[src/rtl/chess_pkg.sv]
// Board scan shared types: FSM state, board geometry defaults and
// square-index to row/column helpers.
package chess_pkg;

  localparam int CHESS_SQUARES_DEF = 64;
  localparam int SQUARE_WIDTH_DEF  = 4;

  typedef enum logic [1:0] {
    ST_IDLE   = 2'd0,
    ST_STREAM = 2'd1,
    ST_FINISH = 2'd2
  } scan_state_e;

  function automatic logic [2:0] idx_row(input logic [5:0] idx);
    return idx[5:3];
  endfunction

  function automatic logic [2:0] idx_col(input logic [5:0] idx);
    return idx[2:0];
  endfunction

endpackage

[src/rtl/board_square_mux.sv]
// Selects one square from the snapshot board and flags it as skippable when
// it matches the previous frame (only meaningful while prev_valid is set).
module board_square_mux
  import chess_pkg::*;
#(
  parameter int CHESS_SQUARES = CHESS_SQUARES_DEF,
  parameter int SQUARE_WIDTH  = SQUARE_WIDTH_DEF,
  parameter int MATRIX_WIDTH  = CHESS_SQUARES * SQUARE_WIDTH
) (
  input  logic [MATRIX_WIDTH-1:0] snap,
  input  logic [MATRIX_WIDTH-1:0] prev,
  input  logic                    prev_valid,
  input  logic [5:0]              sel,
  output logic [SQUARE_WIDTH-1:0] piece,
  output logic                    skip
);

  logic [SQUARE_WIDTH-1:0] cur_sq [CHESS_SQUARES];
  logic [SQUARE_WIDTH-1:0] prv_sq [CHESS_SQUARES];

  for (genvar i = 0; i < CHESS_SQUARES; i++) begin : g_sq
    assign cur_sq[i] = snap[i*SQUARE_WIDTH +: SQUARE_WIDTH];
    assign prv_sq[i] = prev[i*SQUARE_WIDTH +: SQUARE_WIDTH];
  end

  assign piece = cur_sq[sel];
  assign skip  = prev_valid && (cur_sq[sel] == prv_sq[sel]);

endmodule

[src/rtl/board_scan_streamer.sv]
// Streams a snapshot of the board one square record per transfer, index 0..63.
// Optional BOARD_SCAN_DIFF_ONLY_EN: skip squares unchanged since the last full scan.
module board_scan_streamer
  import chess_pkg::*;
#(
  parameter int CHESS_SQUARES = CHESS_SQUARES_DEF,
  parameter int SQUARE_WIDTH  = SQUARE_WIDTH_DEF,
  parameter int MATRIX_WIDTH  = CHESS_SQUARES * SQUARE_WIDTH
) (
  input  logic                    clock,
  input  logic                    resetApp,
  input  logic [MATRIX_WIDTH-1:0] Matrix,
  input  logic                    start,
  input  logic                    out_ready,
  output logic                    out_valid,
  output logic [5:0]              out_index,
  output logic [2:0]              out_row,
  output logic [2:0]              out_col,
  output logic [SQUARE_WIDTH-1:0] out_piece,
  output logic                    busy,
  output logic                    done
);

  localparam logic [5:0] LAST_IDX = 6'(CHESS_SQUARES - 1);

  scan_state_e             state_q, state_d;
  logic [5:0]              ptr_q, ptr_d;
  logic [MATRIX_WIDTH-1:0] snap_q, snap_d;
  logic [MATRIX_WIDTH-1:0] prev_frame;
  logic                    prev_ok;
  logic                    skip;

`ifdef BOARD_SCAN_DIFF_ONLY_EN
  logic [MATRIX_WIDTH-1:0] prev_q, prev_d;
  logic                    prev_valid_q, prev_valid_d;
  assign prev_frame = prev_q;
  assign prev_ok    = prev_valid_q;
`else
  assign prev_frame = '0;
  assign prev_ok    = 1'b0;
`endif

  board_square_mux #(
    .CHESS_SQUARES (CHESS_SQUARES),
    .SQUARE_WIDTH  (SQUARE_WIDTH),
    .MATRIX_WIDTH  (MATRIX_WIDTH)
  ) u_mux (
    .snap       (snap_q),
    .prev       (prev_frame),
    .prev_valid (prev_ok),
    .sel        (ptr_q),
    .piece      (out_piece),
    .skip       (skip)
  );

  always_comb begin
    state_d   = state_q;
    ptr_d     = ptr_q;
    snap_d    = snap_q;
    out_valid = 1'b0;
    done      = 1'b0;
    busy      = (state_q != ST_IDLE);
`ifdef BOARD_SCAN_DIFF_ONLY_EN
    prev_d       = prev_q;
    prev_valid_d = prev_valid_q;
`endif
    case (state_q)
      ST_IDLE: begin
        if (start) begin
          snap_d  = Matrix;
          ptr_d   = '0;
          state_d = ST_STREAM;
        end
      end
      ST_STREAM: begin
        out_valid = !skip;
        // A skipped square advances exactly like a transferred one.
        if (skip || out_ready) begin
          if (ptr_q == LAST_IDX) state_d = ST_FINISH;
          else                   ptr_d   = ptr_q + 6'd1;
        end
      end
      ST_FINISH: begin
        done    = 1'b1;
        state_d = ST_IDLE;
`ifdef BOARD_SCAN_DIFF_ONLY_EN
        prev_d       = snap_q;
        prev_valid_d = 1'b1;
`endif
      end
      default: state_d = ST_IDLE;
    endcase
  end

  assign out_index = ptr_q;
  assign out_row   = idx_row(ptr_q);
  assign out_col   = idx_col(ptr_q);

  always_ff @(posedge clock or posedge resetApp) begin
    if (resetApp) begin
      state_q <= ST_IDLE;
      ptr_q   <= '0;
      snap_q  <= '0;
    end else begin
      state_q <= state_d;
      ptr_q   <= ptr_d;
      snap_q  <= snap_d;
    end
  end

`ifdef BOARD_SCAN_DIFF_ONLY_EN
  always_ff @(posedge clock or posedge resetApp) begin
    if (resetApp) begin
      prev_q       <= '0;
      prev_valid_q <= 1'b0;
    end else begin
      prev_q       <= prev_d;
      prev_valid_q <= prev_valid_d;
    end
  end
`endif

endmodule

[config.mk]
export PLATFORM = sky130hd
export DESIGN_NAME = board_scan_streamer
export DESIGN_NICKNAME = d
export VERILOG_FILES = /design/src/rtl/chess_pkg.sv /design/src/rtl/board_square_mux.sv /design/src/rtl/board_scan_streamer.sv
export SDC_FILE = /design/constraint.sdc
export NUM_CORES = 1
export LEC_CHECK = 0
export ABC_CLOCK_PERIOD_IN_PS = 16600
export BUFFER_PORTS_ARGS = -buffer_cell sky130_fd_sc_hd__buf_2
export CORE_MARGIN = 4
export CORE_UTILIZATION = 31
export DETAILED_ROUTE_END_ITERATION = 8
export GPL_TIMING_DRIVEN = 0
export SKIP_LAST_GASP = 1
export SYNTH_ARGS = -nofsm -noshare
export SYNTH_HDL_FRONTEND = slang
export SYNTH_HIERARCHICAL = 1
export SYNTH_SLANG_ARGS = --single-unit
[constraint.sdc]
create_clock -name clock -period 16.6 [get_ports clock]
set_input_delay 1.66 -clock clock [delete_from_list [all_inputs] [get_ports clock]]
set_output_delay 1.66 -clock clock [all_outputs]
set_load 0.02 [all_outputs]
==> results of run 1 <==
final timing paths:
kind | depth (start not counted) | slack [ns] | endpoint
max | 7 | 11.13 | out_piece[3]
max reg2reg | 5 | 14.41 | snap_q[1]$_DFFE_PP0P_
min reg2reg | 1 | 0.48 | snap_q[45]$_DFFE_PP0P_
min | 1 | 0.48 | snap_q[45]$_DFFE_PP0P_
min in group asynchronous | 2 | 1.07 | snap_q[228]$_DFFE_PP0P_
max in group asynchronous | 3 | 14.58 | snap_q[94]$_DFFE_PP0P_
per-layer routing:
metal	vias up	wire, um	GRT usage
met5	-	69	0
li1	4535	-	-
met1	5142	18920	0.2347
met4	16	1157	0.04633
met2	256	22160	0.3082
met3	75	2522	0.03592
sequential cells by signal, summed over array words and instances, names as in the netlist:
| signal | cells |
|---|---|
| out_index | 6 |
| snap_q | 256 |
| state_q | 2 |
worst reg2reg max path: stages (launching register included):
cell     delay (ns)
dfrtp_1        0.41
or2_1          0.24
nor2_2         0.39
buf_2          0.39
buf_4          0.28
mux2_2         0.35
where the power goes:
group / switching (mW) / internal (mW)
logic: 0.825 / 0.867
clock network: 0.278 / 0.397
registers: 0.176 / 0.972
placed cells by master, fill, tap and decap left out, types with 22 or more instances in the layout:
master and count:
mux2_2 159, a22oi_1 29, buf_2 292, nand2_1 22, mux4_2 123, mux2i_1 23
conb_1 257, clkbuf_16 31, dfrtp_1 264, buf_4 44, mux2_1 97
area by class of cell:
type / count / area, sq um / share of cell area
multi-input combinational: 839 / 8083 / 0.4362
buffer: 82 / 591.8 / 0.03194
clock buffer: 43 / 910.9 / 0.04916
clock inverter: 12 / 108.9 / 0.005874
tap: 600 / 750.7 / 0.04051
inverter: 6 / 30.03 / 0.001621
antenna: 1 / 2.502 / 0.0001350
timing repair buffer: 280 / 1446 / 0.07806
sequential: 264 / 6606 / 0.3565
metrics by stage:
step	hold WS [ns]	cells	utilization
final	0.4793	2127	0.4066
after CTS	0.4824	2126	0.4065
after detailed placement	0.4686	2071	0.3841
after floorplan	0.4488	1191	-
after global routing	0.4936	2127	0.4066
after global placement	0.4614	2069	0.3828
cell families (layout without fill, tap and decap cells):
group	Yosys count	after routing
xor gates and xnor gates	4	4
buffers and inverters	88	423
adders and majority gates	1	1
DFF	264	264
and+or+nand+nor	85	85
AOI/OAI and AO/OA	85	85
muxes	407	407
other	1	258
==> results.json, run 1 <==
{
  "status": "finished clean",
  "cts.sinks": 264,
  "netlist.area_leader.share": 0.4606,
  "worstPathArrival_ns": 3.81,
  "yosysSeqAreaShare": 0.4606,
  "place_worst_setup_slack_ns": 11.67,
  "cts_inserted_buffers": 31,
  "power.density_mw_per_mm2": 189.6,
  "crit_family": "buffers and inverters",
  "root_buffer": "clkbuf_16",
  "syn_avg_cell_area_sq_um": 15.34,
  "max_freq_mhz": 182.9,
  "path_buf_inv": 3,
  "drc": 0,
  "num_io_pins": 279,
  "holdBufCountCts": 0,
  "yosysMostFrequentCell": "dfrtp_1",
  "slowest_stage": "dfrtp_1",
  "dp_hpwl_mm": 33.94,
  "wl_per_cell_um": 21.07,
  "finalCriticalPeriod_ns": 5.467,
  "r2r-start": "state_q[1]$_DFFE_PP0P_",
  "setup_ws_ns": 11.13,
  "slew_headroom": 0.4815,
  "yosys.area.top_type": "dfrtp_1",
  "antenna_found_initial": 9,
  "yosysUniqueCellTypes": 58,
  "finalHoldViolations": 0,
  "routabilityCongestion": 0.8091,
  "finalNetCount": 1765,
  "synth-adder-area-share": 0.0008724,
  "stdcell_area_sq_mm": 0.01853,
  "grt_overflow": 0,
  "peakVddDrop_v": 0.00009081,
  "drt_wl_total_mm": 44.82,
  "synth_top_flop_cell": "dfrtp_1",
  "cp-start-kind": "flip-flop",
  "track_usage": 0.1799,
  "synth_compound_area_frac": 0.04170,
  "synth-xor-area-share": 0.002443,
  "synthesis.area_sq_mm": 0.01434,
  "die_x_um": 223.1,
  "muxShareOfSynthArea": 0.4193,
  "grt_pass1_vias": 10990,
  "firstDrtPassIters": 7,
  "tns_ns": 0,
  "worstSetupEndpointType": "output port",
  "htree_levels": 1,
  "dieArea_sq_mm": 0.04977,
  "ys_ff_latch": 264,
  "drv_slew": 0,
  "cp_slowest_stage_delay_ns": 0.76,
  "fp.dieH_um": 223.1,
  "n_fill_cell": 4335,
  "tritoncts": "done",
  "row_count": 78,
  "start_util": 0.3147,
  "synth_top_family_by_area": "multiplexers",
  "clk_latency_ns": 0.58,
  "yosys_warnings": 6,
  "worst_pin_slew_ns": 0.7778,
  "synth_area_leaders": "dfrtp_1 46%, mux4_2 19%, mux2_2 12%",
  "post_dp_cell_area_sq_mm": 0.01751,
  "crit_chain": "clkbuf_1 > nor2_1 > clkbuf_1 > a22oi_1 > a21boi_0 > or4_1 > buf_2",
  "grt_pass1_wl_mm": 67.58,
  "cap_violations": 0,
  "portBuffers": 278,
  "vias": 10020,
  "critPathMostFrequentCell": "clkbuf_1",
  "drive_above_1_share": 0.4548,
  "post-route-period-util": 0.3293,
  "synth_commonest_cells": "264 x dfrtp_1, 159 x mux2_2, 123 x mux4_2",
  "postCtsSetupRepairBufs": 0,
  "cp.required_ns": 14.94,
  "drtIter0Drc": 445,
  "cts_resized": 0,
  "routed_via_density": 4.713,
  "synth_edf_count": 0,
  "path_class": "reg2out",
  "core_sq_mm": 0.04558,
  "area_delta_synth_final_pct": 29.20,
  "crit_path_start": "out_index[3]$_DFFE_PP0P_",
  "cts.path.max_buffers": 3,
  "synth_cells": 935,
  "ys_async_sr_fraction": 1.000,
  "postRouteAntennaNets": 0,
  "yosys.area_share.simple": 0.03193,
  "total_power_mw": 3.514,
  "grt_max_degree": 124,
  "clk_pin_slew_ns": 0.06,
  "setup_viol": 0,
  "fin_skew_ns": 0.01495,
  "p_leak_nw": 8.245,
  "crit_fanout": 13,
  "rsz0062_at_grt": "no",
  "hold_class": "reg2reg",
  "hp-start": "snap_q[45]$_DFFE_PP0P_"
}
Power figures use the tool's default switching activity.
==> run 2, diff against run 1 <==
--- a/config.mk
+++ b/config.mk
@@ -5,7 +5,7 @@
 export SDC_FILE = /design/constraint.sdc
 export NUM_CORES = 1
 export LEC_CHECK = 0
-export ABC_CLOCK_PERIOD_IN_PS = 16600
+export ABC_CLOCK_PERIOD_IN_PS = 5550
 export BUFFER_PORTS_ARGS = -buffer_cell sky130_fd_sc_hd__buf_2
 export CORE_MARGIN = 4
 export CORE_UTILIZATION = 31
==> constraint.sdc (replaced) <==
create_clock -name clock -period 5.55 [get_ports clock]
set_input_delay 0.555 -clock clock [delete_from_list [all_inputs] [get_ports clock]]
set_output_delay 0.555 -clock clock [all_outputs]
set_load 0.02 [all_outputs]
==> run 2 against run 1 <==
  * Flip-flop and latch count unchanged
  * Critical endpoint unchanged
  * Sequential share of layout area down 0.23 points
  * Worst setup slack worse by 9.9 ns
  * Highest routed layer unchanged
  * Largest power group unchanged
  * Via count up 0.45%
==> results.json, run 2 (same netlist as run 1, synthesis figures left out) <==
{
  "finalCriticalPeriod_ns": 4.291,
  "grt_max_degree": 44,
  "post_dp_cell_area_sq_mm": 0.01757,
  "core_sq_mm": 0.04558,
  "r2r-start": "state_q[1]$_DFFE_PP0P_",
  "r2r_slack_ns": 3.40,
  "p_leak_nw": 8.285,
  "use_met1": 0.2331,
  "wl_per_cell_um": 21.17,
  "area_delta_synth_final_pct": 30.04,
  "peakVddDrop_v": 0.0002676,
  "grt_pass1_vias": 10670,
  "fin_skew_ns": 0.02150,
  "post-route-period-util": 0.7731,
  "row_count": 78,
  "cp_slowest_stage_delay_ns": 0.77,
  "drtIter0Drc": 406,
  "path_class": "reg2out",
  "dieArea_sq_mm": 0.04977,
  "final_cell_mix": "292 x buf_2, 264 x dfrtp_1, 257 x conb_1",
  "finalNetCount": 1772,
  "fp.dieH_um": 223.1,
  "worst_pin_slew_ns": 0.7716,
  "worstPathArrival_ns": 3.74,
  "portBuffers": 278,
  "r2r-end": "snap_q[62]$_DFFE_PP0P_",
  "clk_pin_slew_ns": 0.05,
  "crit_path_start": "out_index[3]$_DFFE_PP0P_",
  "drive_above_1_share": 0.4560,
  "max_freq_mhz": 233.1,
  "vias": 10070,
  "cts_inserted_buffers": 34,
  "postCtsSetupRepairBufs": 0,
  "antenna_found_initial": 8,
  "rsz0062_at_grt": "no",
  "num_io_pins": 279,
  "cts_resized": 0,
  "largest_register_ffs": 256,
  "crit_family": "buffers and inverters",
  "stdcell_area_sq_mm": 0.01865,
  "worstSetupEndpointType": "output port",
  "power.density_mw_per_mm2": 570.7,
  "drv_slew": 0,
  "clk_latency_ns": 0.53,
  "hold_class": "in2async",
  "crit_chain": "clkbuf_1 > nor2_1 > clkbuf_1 > a22oi_1 > a21boi_0 > or4_1 > buf_2",
  "grt_util_met2": 0.3066,
  "critPathCapture": "out_piece[3]",
  "cp.required_ns": 4.99,
  "crit_fanout": 13,
  "root_buffer": "clkbuf_16",
  "top_usage_layer": "met2",
  "start_util": 0.3147,
  "die_x_um": 223.1,
  "slew_headroom": 0.4856,
  "drc": 0,
  "ff2ff_path_depth": 5,
  "final_common_cell": "buf_2",
  "firstDrtPassIters": 4,
  "cts.sinks": 264,
  "finalHoldViolations": 0,
  "tns_ns": 0,
  "setup_viol": 0,
  "postRouteAntennaNets": 0,
  "drt_wl_total_mm": 45.17,
  "status": "finished clean",
  "slowest_stage": "dfrtp_1",
  "routed_via_density": 4.718,
  "routabilityCongestion": 0.8092,
  "track_usage": 0.1810,
  "n_fill_cell": 4342,
  "cp-start-kind": "flip-flop",
  "cap_violations": 0,
  "grt_overflow": 0,
  "path_buf_inv": 3,
  "dp_hpwl_mm": 34.47,
  "grt_pass1_wl_mm": 67.10,
  "holdBufCountCts": 0,
  "gr-usage-met3": 0.04526,
  "regMostFlops": "snap_q",
  "critPathMostFrequentCell": "clkbuf_1",
  "htree_levels": 2,
  "cts.path.max_buffers": 3,
  "path_depth": 7,
  "tritoncts": "done"
}
## run 2: cell types whose count changed in the layout (fill, tap and decap cells not counted)
| cell | previous run | this run |
|---|---|---|
| buf_16 | 2 | 0 |
| clkinvlp_4 | 2 | 6 |
| clkbuf_8 | 9 | 8 |
| inv_8 | 1 | 0 |
| clkinv_2 | 4 | 2 |
| buf_12 | 0 | 6 |
| clkbuf_16 | 31 | 35 |
| clkinv_4 | 3 | 2 |
| inv_6 | 2 | 1 |
| clkbuf_1 | 13 | 15 |
| bufinv_16 | 1 | 0 |
## run 2: final cells by class
type / instances / area [sq um] / area share
Clock buffer: 48 / 1005 / 0.05387
Multi-Input combinational cell: 839 / 8083 / 0.4334
Sequential cell: 264 / 6606 / 0.3542
Tap cell: 600 / 750.7 / 0.04025
Timing Repair Buffer: 284 / 1511 / 0.08104
Antenna cell: 1 / 2.502 / 0.0001342
Clock inverter: 10 / 73.82 / 0.003958
Buffer: 82 / 591.8 / 0.03173
Inverter: 6 / 26.28 / 0.001409
## run 2: power breakdown
group,leakage (nW),switching [mW],internal [mW],total [mW]
clock network,0.516,0.845,1.26,2.11
registers,3.12,0.527,2.91,3.43
logic,4.65,2.50,2.60,5.10
## run 2: layer usage
| layer | up-vias | share of wire |
|---|---|---|
| li1 | 4546 | - |
| met1 | 5205 | 0.43 |
| met4 | 14 | 0.026 |
| met2 | 232 | 0.49 |
| met3 | 72 | 0.052 |
| met5 | - | 0.0018 |
## run 2: worst min path at each step
stage | start | to | slack [ns] | depth (start not counted)
floorplan | snap_q[133]$_DFFE_PP0P_ | snap_q[133]$_DFFE_PP0P_ | 0.45 | 1
detailed placement | snap_q[133]$_DFFE_PP0P_ | snap_q[133]$_DFFE_PP0P_ | 0.47 | 1
global placement | snap_q[133]$_DFFE_PP0P_ | snap_q[133]$_DFFE_PP0P_ | 0.46 | 1
CTS | resetApp | snap_q[194]$_DFFE_PP0P_ | 0.15 | 2
global route | resetApp | snap_q[219]$_DFFE_PP0P_ | 0.18 | 2
finish | resetApp | snap_q[232]$_DFFE_PP0P_ | 0.15 | 2
## run 2: through the flow
stage	hold WS [ns]	cells	utilization	worst slack (ns)	total power, mW
floorplan	0.4488	1191	-	1.511	6.959
global placement	0.4610	2069	0.3829	-0.1540	8.496
detailed placement	0.4715	2075	0.3855	1.676	8.625
CTS	0.1493	2133	0.4092	1.083	10.79
global route	0.1818	2134	0.4092	1.040	11.32
finish	0.1541	2134	0.4092	1.259	10.64
## run 2: worst register-to-register path: cells and delay by family, from the launching register on
kind	cells	cell delay, ns
buffers and inverters	2	0.65
AND/OR/NAND/NOR	2	0.63
flip-flops	1	0.42
multiplexers	1	0.36
